### config.mk
export PLATFORM = sky130hd
export DESIGN_NAME = mult_rr_arbiter
export DESIGN_NICKNAME = d
export VERILOG_FILES = /design/src/rtl/mult_rr_arbiter.sv
export SDC_FILE = /design/constraint.sdc
export NUM_CORES = 1
export LEC_CHECK = 0
export CAP_MARGIN = 10
export CORE_UTILIZATION = 41
export CTS_CLUSTER_SIZE = 20
export DETAILED_ROUTE_END_ITERATION = 16
export PLACE_DENSITY = 0.8
export SYNTH_ARGS = -nofsm -noshare
export SYNTH_HDL_FRONTEND = slang
export SYNTH_SLANG_ARGS = --single-unit
### constraint.sdc
create_clock -name clk -period 2.45 [get_ports clk]
set_input_delay 0.49 -clock clk [delete_from_list [all_inputs] [get_ports clk]]
set_output_delay 0.49 -clock clk [all_outputs]
set_load 0.05 [all_outputs]
### src/rtl/mult_rr_arbiter.sv
// mult_rr_arbiter
// Round-robin arbiter and sequencer that shares one 8x8 multiplier between
// NUM_REQ client blocks. One operation is outstanding at a time: the winner's
// operands are captured at grant, issued to the multiplier with a single-cycle
// mul_en, and the product (or a timeout error) is returned with a one-cycle
// done pulse on the owner's bit.
//
// Ports
//   clk      : clock, all state updates on the rising edge
//   reset    : asynchronous, active-low reset
//   req      : per-requester request level
//   a_flat   : operand A of requester i at [8i+7:8i]
//   b_flat   : operand B of requester i at [8i+7:8i]
//   gnt      : one-hot owner, held from grant until the done cycle
//   done     : one-hot, one-cycle completion pulse
//   result   : 16-bit product, valid while any done bit is high
//   err      : high with done when the multiplier never acknowledged
//   mul_en   : multiplier enable, one cycle per operation
//   mul_a    : multiplier operand A, stable from issue through response
//   mul_b    : multiplier operand B, stable from issue through response
//   mul_out  : multiplier product
//   mul_ack  : multiplier acknowledge, expected one cycle after mul_en
module mult_rr_arbiter #(
  parameter int NUM_REQ = 4,
  parameter int TIMEOUT = 15
) (
  input  logic                   clk,
  input  logic                   reset,
  input  logic [NUM_REQ-1:0]     req,
  input  logic [8*NUM_REQ-1:0]   a_flat,
  input  logic [8*NUM_REQ-1:0]   b_flat,
  output logic [NUM_REQ-1:0]     gnt,
  output logic [NUM_REQ-1:0]     done,
  output logic [15:0]            result,
  output logic                   err,
  output logic                   mul_en,
  output logic [7:0]             mul_a,
  output logic [7:0]             mul_b,
  input  logic [15:0]            mul_out,
  input  logic                   mul_ack
);

  localparam int PW = $clog2(NUM_REQ);

  typedef enum logic [1:0] {
    ST_IDLE  = 2'd0,
    ST_ISSUE = 2'd1,
    ST_WAIT  = 2'd2,
    ST_RESP  = 2'd3
  } state_t;

  state_t               state_r;
  state_t               state_nxt_s;
  logic [PW-1:0]        ptr_r;
  logic [PW-1:0]        ptr_nxt_s;
  logic [7:0]           cnt_r;
  logic [7:0]           cnt_nxt_s;

  logic                 any_req_s;
  logic [PW-1:0]        win_s;
  logic                 tmo_s;

  logic [NUM_REQ-1:0]   gnt_nxt_s;
  logic [NUM_REQ-1:0]   done_nxt_s;
  logic [15:0]          result_nxt_s;
  logic                 err_nxt_s;
  logic                 mul_en_nxt_s;
  logic [7:0]           mul_a_nxt_s;
  logic [7:0]           mul_b_nxt_s;

  // Requester index base+off, wrapped into 0..NUM_REQ-1 (off < NUM_REQ).
  function automatic logic [PW-1:0] wrap_idx(input logic [PW-1:0] base, input int off);
    int sum_v;
    sum_v = int'(base) + off;
    if (sum_v >= NUM_REQ) begin
      sum_v = sum_v - NUM_REQ;
    end else begin
      sum_v = sum_v;
    end
    return PW'(sum_v);
  endfunction

  // The last WAIT cycle before the error completion is the one where the
  // counter would be incremented up to TIMEOUT.
  assign tmo_s = (cnt_r == 8'(TIMEOUT - 1));

  // Round-robin search: first set req bit at or after ptr, with wrap.
  always_comb begin
    any_req_s = 1'b0;
    win_s     = '0;
    for (int i = 0; i < NUM_REQ; i++) begin
      if (!any_req_s && req[wrap_idx(ptr_r, i)]) begin
        any_req_s = 1'b1;
        win_s     = wrap_idx(ptr_r, i);
      end else begin
        win_s     = win_s;
      end
    end
  end

  // State, pointer, counter and output registers.
  always_ff @(posedge clk or negedge reset) begin
    if (!reset) begin
      state_r <= ST_IDLE;
      ptr_r   <= '0;
      cnt_r   <= 8'd0;
      gnt     <= '0;
      done    <= '0;
      result  <= 16'd0;
      err     <= 1'b0;
      mul_en  <= 1'b0;
      mul_a   <= 8'd0;
      mul_b   <= 8'd0;
    end else begin
      state_r <= state_nxt_s;
      ptr_r   <= ptr_nxt_s;
      cnt_r   <= cnt_nxt_s;
      gnt     <= gnt_nxt_s;
      done    <= done_nxt_s;
      result  <= result_nxt_s;
      err     <= err_nxt_s;
      mul_en  <= mul_en_nxt_s;
      mul_a   <= mul_a_nxt_s;
      mul_b   <= mul_b_nxt_s;
    end
  end

  // Next-state decode.
  always_comb begin
    state_nxt_s = state_r;
    case (state_r)
      ST_IDLE: begin
        if (any_req_s) begin
          state_nxt_s = ST_ISSUE;
        end else begin
          state_nxt_s = ST_IDLE;
        end
      end
      ST_ISSUE: state_nxt_s = ST_WAIT;
      ST_WAIT: begin
        if (mul_ack || tmo_s) begin
          state_nxt_s = ST_RESP;
        end else begin
          state_nxt_s = ST_WAIT;
        end
      end
      ST_RESP: state_nxt_s = ST_IDLE;
      default: state_nxt_s = ST_IDLE;
    endcase
  end

  // Next values of the registered outputs, pointer and timeout counter.
  // Operands and result hold unless explicitly updated, so mul_a/mul_b stay
  // stable for the whole operation and result persists after done.
  always_comb begin
    gnt_nxt_s    = gnt;
    done_nxt_s   = '0;
    result_nxt_s = result;
    err_nxt_s    = err;
    mul_en_nxt_s = 1'b0;
    mul_a_nxt_s  = mul_a;
    mul_b_nxt_s  = mul_b;
    ptr_nxt_s    = ptr_r;
    cnt_nxt_s    = cnt_r;
    case (state_r)
      ST_IDLE: begin
        if (any_req_s) begin
          gnt_nxt_s    = {{(NUM_REQ-1){1'b0}}, 1'b1} << win_s;
          mul_a_nxt_s  = a_flat[{win_s, 3'b000} +: 8];
          mul_b_nxt_s  = b_flat[{win_s, 3'b000} +: 8];
          mul_en_nxt_s = 1'b1;
          if (win_s == PW'(NUM_REQ - 1)) begin
            ptr_nxt_s = '0;
          end else begin
            ptr_nxt_s = win_s + 1'b1;
          end
        end else begin
          gnt_nxt_s = '0;
        end
      end
      ST_ISSUE: begin
        cnt_nxt_s = 8'd0;
      end
      ST_WAIT: begin
        if (mul_ack) begin
          result_nxt_s = mul_out;
          err_nxt_s    = 1'b0;
          done_nxt_s   = gnt;
        end else if (tmo_s) begin
          result_nxt_s = 16'd0;
          err_nxt_s    = 1'b1;
          done_nxt_s   = gnt;
        end else begin
          cnt_nxt_s = cnt_r + 8'd1;
        end
      end
      ST_RESP: begin
        gnt_nxt_s = '0;
        err_nxt_s = 1'b0;
      end
      default: begin
        gnt_nxt_s = '0;
        err_nxt_s = 1'b0;
      end
    endcase
  end

endmodule
### Word level (Yosys, flattened, before mapping)

Index checks and enable logic that the tools add are counted.
Widths: inputs -> output; s select.

| word-level totals | value |
|---|---|
| bits in registers | 54 |
| latch bits | 0 |
| memory bits (writable) | 0 |
| ROM bits | 0 |
| output and inout port bits | 42 |
| logic and storage cells | 93 |
| memories | 0 |

| operators by class | value |
|---|---|
| add/subtract/negate cells | 9 |
| multipliers | 0 |
| divide/modulo/power cells | 0 |
| $lt $le $gt $ge | 8 |
| equal/unequal tests | 8 |
| shift operators | 3 |
| mux-type cells | 39 |
| bitwise gates (word level) | 0 |
| reduce and logical (&&, ||, !) cells | 16 |

Operator list:

| kind | number |
|---|---|
| $shiftx 32x6->8 | 2 |
| $mux 16 | 2 |
| $mux 2 | 9 |
| $mux 4 | 4 |
| $mux 8 | 2 |
| $pmux 8 s2 | 1 |
| $mux 1 | 14 |
| $lt 2x3->1 const B | 4 |
| $ge 3x3->1 const B | 3 |
| $add 8x1->8 const B | 1 |
| $bmux 1 s2 | 4 |
| $eq 8x4->1 const B | 1 |
| $pmux 2 s4 | 1 |
| $pmux 4 s2 | 1 |
| $reduce_bool 2->1 | 4 |
| $sub 2x1->2 const B | 4 |
| $add 2x2->3 const B | 2 |
| $eq 2x2->1 const B | 3 |
| $reduce_and 2->1 | 3 |
| $ne 2x2->1 const B | 2 |
| $shl 1x2->4 const A | 1 |
| $add 2x1->3 const B | 1 |
| $ge 2x3->1 const B | 1 |
| $logic_and 1x1->1 | 3 |
| 8 further kinds | 10 |

### Logic depth before layout (Yosys ltp)

Gate-level depths: netlist (run 1).

| depth | value |
|---|---|
| depth after elaboration | 17 |
| mapped depth | 9 |
| depth with buffers taken out | 7 |

### Worst setup path before layout (run 1)

OpenSTA, ideal clock, no wires.

| timing | value |
|---|---|
| kind | reg-to-reg |
| start | reg state_r[0] |
| end | reg cnt_r[7] |
| setup time | 0.121 ns |
| arrival | 1.688 ns |
| required time | 2.329 ns |
| path slack | 0.640 ns |
| cell stages (with the launch flop) | 8 |
| path buffers | 0 |
| period minus slack after synthesis | 1.810 ns |
| path through | dfrtp_1 inv_1 ha_1 or4b_4 o22ai_4 nor3_1 xnor2_1 nor2_1 |

| between the ends | value |
|---|---|
| longest elaborated chain between the ends | 3 |

Ends and longest elaborated chain:

| element | line | RTL |
|---|---|---|
| start, declared | 52 | `state_t state_r;` |
| start signal, assigned | 115 | `state_r <= state_nxt_s;` |
| $eq 2x2->1 / $eq 2x1->1 (equally long branches) | 165 | `case (state_r)` |
| $ne 2x2->1 (no line) / $reduce_bool 2->1 (equally long branches) | -- |  |
| $reduce_and 3->1 (no line) | -- |  |
| end signal, assigned | 117 | `cnt_r <= cnt_nxt_s;` |
| end, declared | 56 | `logic [7:0] cnt_r;` |

Several ways; a longest one is shown, not always the timed one.
A chain may end at the register's enable or synchronous reset.

### Worst setup path after layout (run 1)

| timing | value |
|---|---|
| start | in req[0] |
| end | reg mul_b[6] |

| between the ends | value |
|---|---|
| longest elaborated chain between the ends | 13 |

Ends and longest elaborated chain:

| element | line | RTL |
|---|---|---|
| start, declared | 29 | `input logic [NUM_REQ-1:0] req,` |
| $bmux 1 s2 | 92 | `if (!any_req_s && req[wrap_idx(ptr_r, i)]) begin` |
| $mux 1 (implied by the code) | 92 |  |
| $mux 1 | 92 |  |
| $logic_not 1->1 | 92 |  |
| $logic_and 1x1->1 | 92 |  |
| $mux 1 | 92 |  |
| $logic_not 1->1 | 92 |  |
| $logic_and 1x1->1 | 92 |  |
| $mux 1 | 92 |  |
| $logic_not 1->1 | 92 |  |
| $logic_and 1x1->1 | 92 |  |
| $mux 2 / $mux 1 (equally long branches) | 92 |  |
| $shiftx 32x6->8 / $reduce_and 2->1 (equally long branches) | -- |  |
| end signal, assigned | 124 | `mul_b <= mul_b_nxt_s;` |
| end, declared | 38 | `output logic [7:0] mul_b,` |

Several ways; a longest one is shown, not always the timed one. The select of a mux whose other input is x is not followed.

==> impl_metrics.csv, run 1 <==
group,metric,value,unit
yosys,netlist_top_cells_area,"sky130_fd_sc_hd__dfrtp_1 50%, sky130_fd_sc_hd__mux2i_1 12%, sky130_fd_sc_hd__a22o_1 6.1%, sky130_fd_sc_hd__o221ai_1 5.2%, sky130_fd_sc_hd__ha_1 4.6%",
sta,timing.final.crit_period,2.08,ns
floorplan,row_count,29,
worst_hold_path,hp-class,"in2async",
setup_path,worst-setup-path-type,"in2reg",
sta,worst_clock_skew,0.0109,ns
clocking,clock-root-buffer,"sky130_fd_sc_hd__clkbuf_8",
sta,post-route-period-util,84.7,%
setup_path,arrival,2.25,ns
sta,slew_viol_final,0,
drt,postRouteWirelength,6990,microns
floorplan,floorplan.initialDensity,42.5,%
outcome,status,"finished clean",
yosys,synth_edf_count,0,
pwr,static-leakage-power,1.89,nW
clocking,cts_tree,"yes",
floorplan,die_w,83.3,microns
clocking,clkSinkCount,54,
yosys,ys.flop_type,"sky130_fd_sc_hd__dfrtp_1",
yosys,postSynthNetCount,335,
setup_path,worst-path-buf-inv,2,
pwr,power.density_cell_area,1260,nW/um^2
global_route,antenna_found_initial,0,
setup_path,timing.critical_path.slowest_cell_delay,0.52,ns
final_layout,diodes,0,
yosys,synth-async-reset-ratio,100,%
yosys,synth-warning-count,0,
drt,drt-initial-drc-count,52,
sta,finalHoldWorstSlack,0.218,ns
final_layout,finish.net_count,467,
sta,rsz0062_at_grt,"no",
setup_path,critPathSlowestCell,"sky130_fd_sc_hd__clkdlybuf4s50_1",
setup_path,critical_path.top_delay_family,"buffers and inverters",
floorplan,die_h,83.3,microns
yosys,synth.cells.most_frequent,"54 x sky130_fd_sc_hd__dfrtp_1, 33 x sky130_fd_sc_hd__mux2i_1, 29 x sky130_fd_sc_hd__nand2_1, 19 x sky130_fd_sc_hd__a22o_1, 16 x sky130_fd_sc_hd__o221ai_1",
final_layout,area_growth,53.7,%
yosys,synth_area_per_cell,11.4,sq um
yosys,netlist_instances,238,
yosys,synth_area_leader_cell,"sky130_fd_sc_hd__dfrtp_1",
setup_path,worstSetupEndpointType,"flip-flop",
drt,route.detailed.wl_per_inst,15.6,microns
global_route,track_usage,21.2,%
place,port_buffers,128,
final_layout,post_route_cells_drive_above_1_share,7.03,%
sta,worstMarginPinSlew,0.687,ns
global_route,grt_first_pass_wirelength,11700,microns
yosys,synth_top_cell_area_share,49.8,%
clocking,cts_htree_levels,2,
floorplan,area_of_the_die,6950,sq um
clocking,clkTransAtPathRegs,0.09,ns
drt,vias_per_inst,5.23,
pwr,power,5.27,mW
yosys,yosysSeqAreaShare,49.8,%
drt,vias,2336,
yosys,yosysUniqueCellTypes,34,
clocking,cts-buffers-inserted,5,
sta,tns,0,ns
place,gp_congestion,0.839,
sta,max_freq,0.482,GHz
clocking,cts.hold.buffers_added,0,
sta,setup_violations,0,
drt,drc_errors,0,
setup_path,critical_path.cell_chain,"clkdlybuf4s50_1 > nor2b_1 > nor4_1 > a31oi_4 > buf_4 > mux2i_1 > o221ai_1",
global_route,grt_start_max_net_pins,33,
setup_path,cp_data_required_time,2.63,ns
clocking,postCtsSetupBuffers,0,
floorplan,ios,129,
clocking,max-clock-path-buffers,2,
global_route,number_of_global_route_vias_before_repair,2547,
clocking,clk-insertion-delay-late,0.31,ns
drt,drt_pass1_iterations,4,
yosys,synth.ff_latch_count,54,
sta,hold_viol,0,
setup_path,slack_of_the_worst_reg_to_reg_path,0.44,ns
global_route,grt_overflow,0,
final_layout,num-fill-cells,525,
setup_path,critical_path.startpoint_type,"input pin",
run,reported_max_cap_violation_count,0,
yosys,post_synth_instance_area,2710,sq um
pwr,worst_ir_drop_vdd,0.945,mV
yosys,yosys.cell_count.top_type,"sky130_fd_sc_hd__dfrtp_1",
floorplan,core_area,6390,sq um
setup_path,worstPathMaxFanout,12,
place,hpwl,5450,microns
sta,max-slew-margin-rel,54.2,%
drt,number_of_nets_with_antenna_violations_after_routing,0,
## flip-flops by register name (all words and copies together) (netlist names)
register / cells
err: 1
cnt_r: 8
mul_en: 1
state_r: 2
mul_a: 8
done: 4
ptr_r: 2
gnt: 4
result: 16
mul_b: 8
## power breakdown
group | switching (mW) | internal [mW]
combinational | 2.00 | 1.28
clock | 0.268 | 0.198
sequential | 0.265 | 1.26
## per-layer routing
layer,share of wire [%],routed length (microns),track usage [%]
met4,1.3,90,6.58
met3,7.4,519,6.86
met1,40,2800,24.2
met5,0,0,0
met2,51,3580,37.6
## stage by stage
stage / utilization [%] / cell area (sq um) / setup WS (ns) / std cells
floorplan: - / 2710 / 0.640 / 238
finish: 65.3 / 4170 / 0.374 / 447
detailed placement: 64.0 / 4090 / 0.0352 / 440
global route: 65.3 / 4170 / 0.248 / 447
CTS: 65.2 / 4160 / 0.165 / 447
global placement: 64.0 / 4090 / 0.132 / 440
## kinds of logic after synthesis
kind of cell	after synthesis	share of synthesized area, %
simple gates	65	11.6
flops	54	49.8
compound gates	48	15.1
mux	33	12.2
buf+inv	23	5.07
fa+ha+maj	10	4.61
xor+xnor	5	1.61
## path summary, 6_finish.rpt
kind                             from   endpoint  depth (start not counted)
setup / recovery               req[0]   mul_b[6]                          7
hold / removal                  reset        err                          1
setup reg to reg           state_r[0]   cnt_r[6]                          7
hold reg to reg             result[1]  result[1]                          1
max in group asynchronous       reset   cnt_r[4]                          2
min in group clk            result[1]  result[1]                          1
## cell type report
cell class	instances	area, sq um	area share [%]
Clock buffer	7	76.3	1.83
Inverter	10	37.5	0.900
Multi-Input combinational cell	161	1240	29.8
Sequential cell	54	1350	32.4
Tap cell	77	96.3	2.31
Timing Repair Buffer	138	1360	32.7
## cells in the final DEF, fill, tap and decap left out, types with 2 or more instances in the layout
cell	netlist	final
sky130_fd_sc_hd__a22o_1	19	19
sky130_fd_sc_hd__nor3_1	6	6
sky130_fd_sc_hd__dfrtp_1	54	54
sky130_fd_sc_hd__nand2_1	29	29
sky130_fd_sc_hd__mux2i_1	33	33
sky130_fd_sc_hd__nand4_1	2	2
sky130_fd_sc_hd__inv_1	8	8
sky130_fd_sc_hd__xnor2_1	5	5
sky130_fd_sc_hd__buf_4	2	9
sky130_fd_sc_hd__a21oi_1	3	3
sky130_fd_sc_hd__clkbuf_1	1	2
sky130_fd_sc_hd__nor4_1	2	2
sky130_fd_sc_hd__nor2b_1	9	9
sky130_fd_sc_hd__o221ai_1	16	16
sky130_fd_sc_hd__o21ai_0	4	4
sky130_fd_sc_hd__nor2_1	8	8
sky130_fd_sc_hd__inv_2	2	2
sky130_fd_sc_hd__ha_1	10	10
sky130_fd_sc_hd__clkdlybuf4s50_1	0	127
sky130_fd_sc_hd__clkbuf_8	0	5
## timing repair
| item | 4_1_cts | 5_1_grt |
|---|---|---|
| endpoints found under the hold margin | 0 | 0 |
| endpoints found under the setup margin | 0 | 2 |
| resized for setup | 0 | 1 |
(Power assumes the default switching activity.)
==> run 2: changes to the inputs <==
- clock period: 2.45 -> 1.95 ns (I/O delays scaled with it)
==> run 2 against run 1 <==
- wire length grew 4.8%
- power grew 36%
- cell count grew 4.0%
- via count grew 5.6%
- clock skew shrank 0.0063 ns
- sequential power grew 24%
- core utilization grew 4.0 points
- sequential share of layout area shrank 1.9 points
- flip-flop and latch count is the same
- setup slack lost 0.32 ns
- non-clock buffer count grew 16
- worst hold slack lost 0.18 ns
==> impl_metrics.csv, run 2 (synthesized netlist as in run 1, its figures left out) <==
group,metric,value,unit
clocking,clkTransAtPathRegs,0.09,ns
setup_path,critical_path.top_delay_family,"buffers and inverters",
floorplan,row_count,29,
sta,worst_clock_skew,0.00464,ns
sta,worstMarginPinSlew,0.526,ns
setup_path,arrival,1.51,ns
setup_path,worst-setup-path-type,"reg2out",
global_route,grt_first_pass_wirelength,12000,microns
sta,post-route-period-util,97.3,%
floorplan,die_h,83.3,microns
setup_path,critPathSlowestCell,"sky130_fd_sc_hd__clkdlybuf4s50_1",
global_route,track_usage,21.4,%
sta,hold_viol,0,
run,reported_max_cap_violation_count,0,
place,pre_cts_ws,-0.385,ns
floorplan,ios,129,
pwr,power_frac_clock,10.2,%
sta,tns,0,ns
clocking,cts_tree,"yes",
setup_path,critical_path.startpoint_type,"flip-flop",
clocking,cts_htree_levels,2,
clocking,cts.hold.buffers_added,0,
pwr,power.density_cell_area,1620,nW/um^2
final_layout,multiInputGateArea,1300,sq um
floorplan,die_w,83.3,microns
pwr,static-leakage-power,2.03,nW
place,gp_congestion,0.832,
final_layout,diodes,0,
drt,vias_per_inst,5.31,
setup_path,critical_path.cell_chain,"clkdlybuf4s50_1",
pwr,power,7.15,mW
setup_path,worstPathMaxFanout,2,
sta,final.setup.worst_slack,0.0528,ns
sta,setup_violations,0,
pwr,relative_contribution_of_combinational_cells_to_total_power,63.4,%
drt,vias,2467,
setup_path,cp_data_required_time,1.56,ns
final_layout,layout.cells.most_common,"sky130_fd_sc_hd__clkdlybuf4s50_1",
drt,drt-initial-drc-count,47,
setup_path,timing.critical_path.slowest_cell_delay,0.83,ns
final_layout,post_layout_nonfiller_instances,465,
clocking,clock-root-buffer,"sky130_fd_sc_hd__clkbuf_8",
pwr,swShare,46.6,%
setup_path,worstSetupEndpointType,"output pin",
final_layout,area.sequential,1350,sq um
place,hpwl,5450,microns
pwr,power.share.sequential,26.4,%
pwr,net-switching-power,3.33,mW
place,port_buffers,128,
drt,route.detailed.wl_per_inst,15.7,microns
outcome,status,"finished clean",
final_layout,layout_common_cells,"123 x sky130_fd_sc_hd__clkdlybuf4s50_1, 54 x sky130_fd_sc_hd__dfrtp_1, 33 x sky130_fd_sc_hd__mux2i_1, 29 x sky130_fd_sc_hd__nand2_1, 23 x sky130_fd_sc_hd__buf_4",
setup_path,worst-path-buf-inv,1,
clocking,max-clock-path-buffers,2,
sta,timing.final.crit_period,1.90,ns
floorplan,floorplan.initialDensity,42.5,%
global_route,number_of_global_route_vias_before_repair,2533,
pwr,internal_power,3.82,mW
final_layout,post_route_cells_drive_above_1_share,14.9,%
final_layout,largest_register_ffs,16,
drt,drc_errors,0,
sta,max_freq,0.527,GHz
sta,slew_viol_final,0,
worst_hold_path,hp-class,"in2async",
drt,number_of_nets_with_antenna_violations_after_routing,0,
clocking,cts-buffers-inserted,5,
drt,postRouteWirelength,7320,microns
final_layout,area_growth,63.1,%
floorplan,core_area,6390,sq um
floorplan,area_of_the_die,6950,sq um
clocking,clkSinkCount,54,
drt,drt_pass1_iterations,4,
final_layout,finish.net_count,484,
clocking,clk-insertion-delay-late,0.30,ns
sta,max-slew-margin-rel,64.8,%
place,placed_cells,453,
global_route,grt_start_max_net_pins,27,
global_route,grt_overflow,0,
final_layout,largest_register,"result",
pwr,worst_ir_drop_vdd,1.02,mV
global_route,antenna_found_initial,0,
final_layout,num-fill-cells,485,
-- run 2: cell count changes in the layout (fill, tap and decap cells not counted), sizes merged --
cell	previous run	this run
dlymetal6s2s	0	1
nor2	10	11
clkdlybuf4s50	127	123
bufinv	0	1
clkbuf	7	6
clkinvlp	0	1
buf	11	30
-- run 2: repair_timing --
action	in CTS	in global routing
endpoints found under the setup margin	28	29
pin swaps	2	4
hold endpoints to repair	0	0
gates cloned	1	0
buffers inserted	1	2
gates resized for setup	2	13
-- run 2: path summary, 6_finish.rpt --
| check | from | end | slack (ns) | cells past startpoint |
|---|---|---|---|---|
| max | mul_b[1] | mul_b[1] | 0.05 | 1 |
| min | reset | cnt_r[0] | 0.04 | 1 |
| max reg2reg | state_r[0] | cnt_r[5] | 0.10 | 7 |
| min reg2reg | mul_b[0] | mul_b[0] | 0.50 | 2 |
| max in group asynchronous | reset | result[7] | 1.39 | 2 |
| min in group clk | mul_b[0] | mul_b[0] | 0.50 | 2 |
-- run 2: area by class of cell --
cell class	count	area share (%)
clock buffers	6	1.64
well taps	77	2.18
inverters	10	0.848
repair buffers	154	34.6
flip-flops and latches	54	30.5
clock inverters	2	0.848
multi-input cells	162	29.3
-- run 2: power groups by stage --
| stage | combinational [mW] | clock, mW | sequential [mW] |
|---|---|---|---|
| after floorplan | 1.56 | 0 | 3.16 |
| after global placement | 4.30 | 0 | 1.88 |
| after detailed placement | 4.40 | 0 | 1.88 |
| after CTS | 4.46 | 0.754 | 1.88 |
| after global routing | 4.79 | 0.801 | 1.94 |
| final | 4.53 | 0.732 | 1.89 |
-- run 2: metal layers --
metal	wire, microns	global-route usage, %	vias up
li1	-	-	1158
met1	2990	26.7	1178
met2	3770	38.2	116
met3	439	4.17	15
met4	123	5.17	0
met5	0	0	-
-- run 2: metrics by stage --
stage	utilization, %	cell area [sq um]	hold WS, ns
6_report	69.3	4430	0.0374
3_3_place_gp	66.2	4230	0.373
2_1_floorplan	-	2710	0.0944
4_1_cts	68.3	4360	0.0366
3_5_place_dp	66.2	4230	0.381
5_1_grt	69.3	4430	0.0639
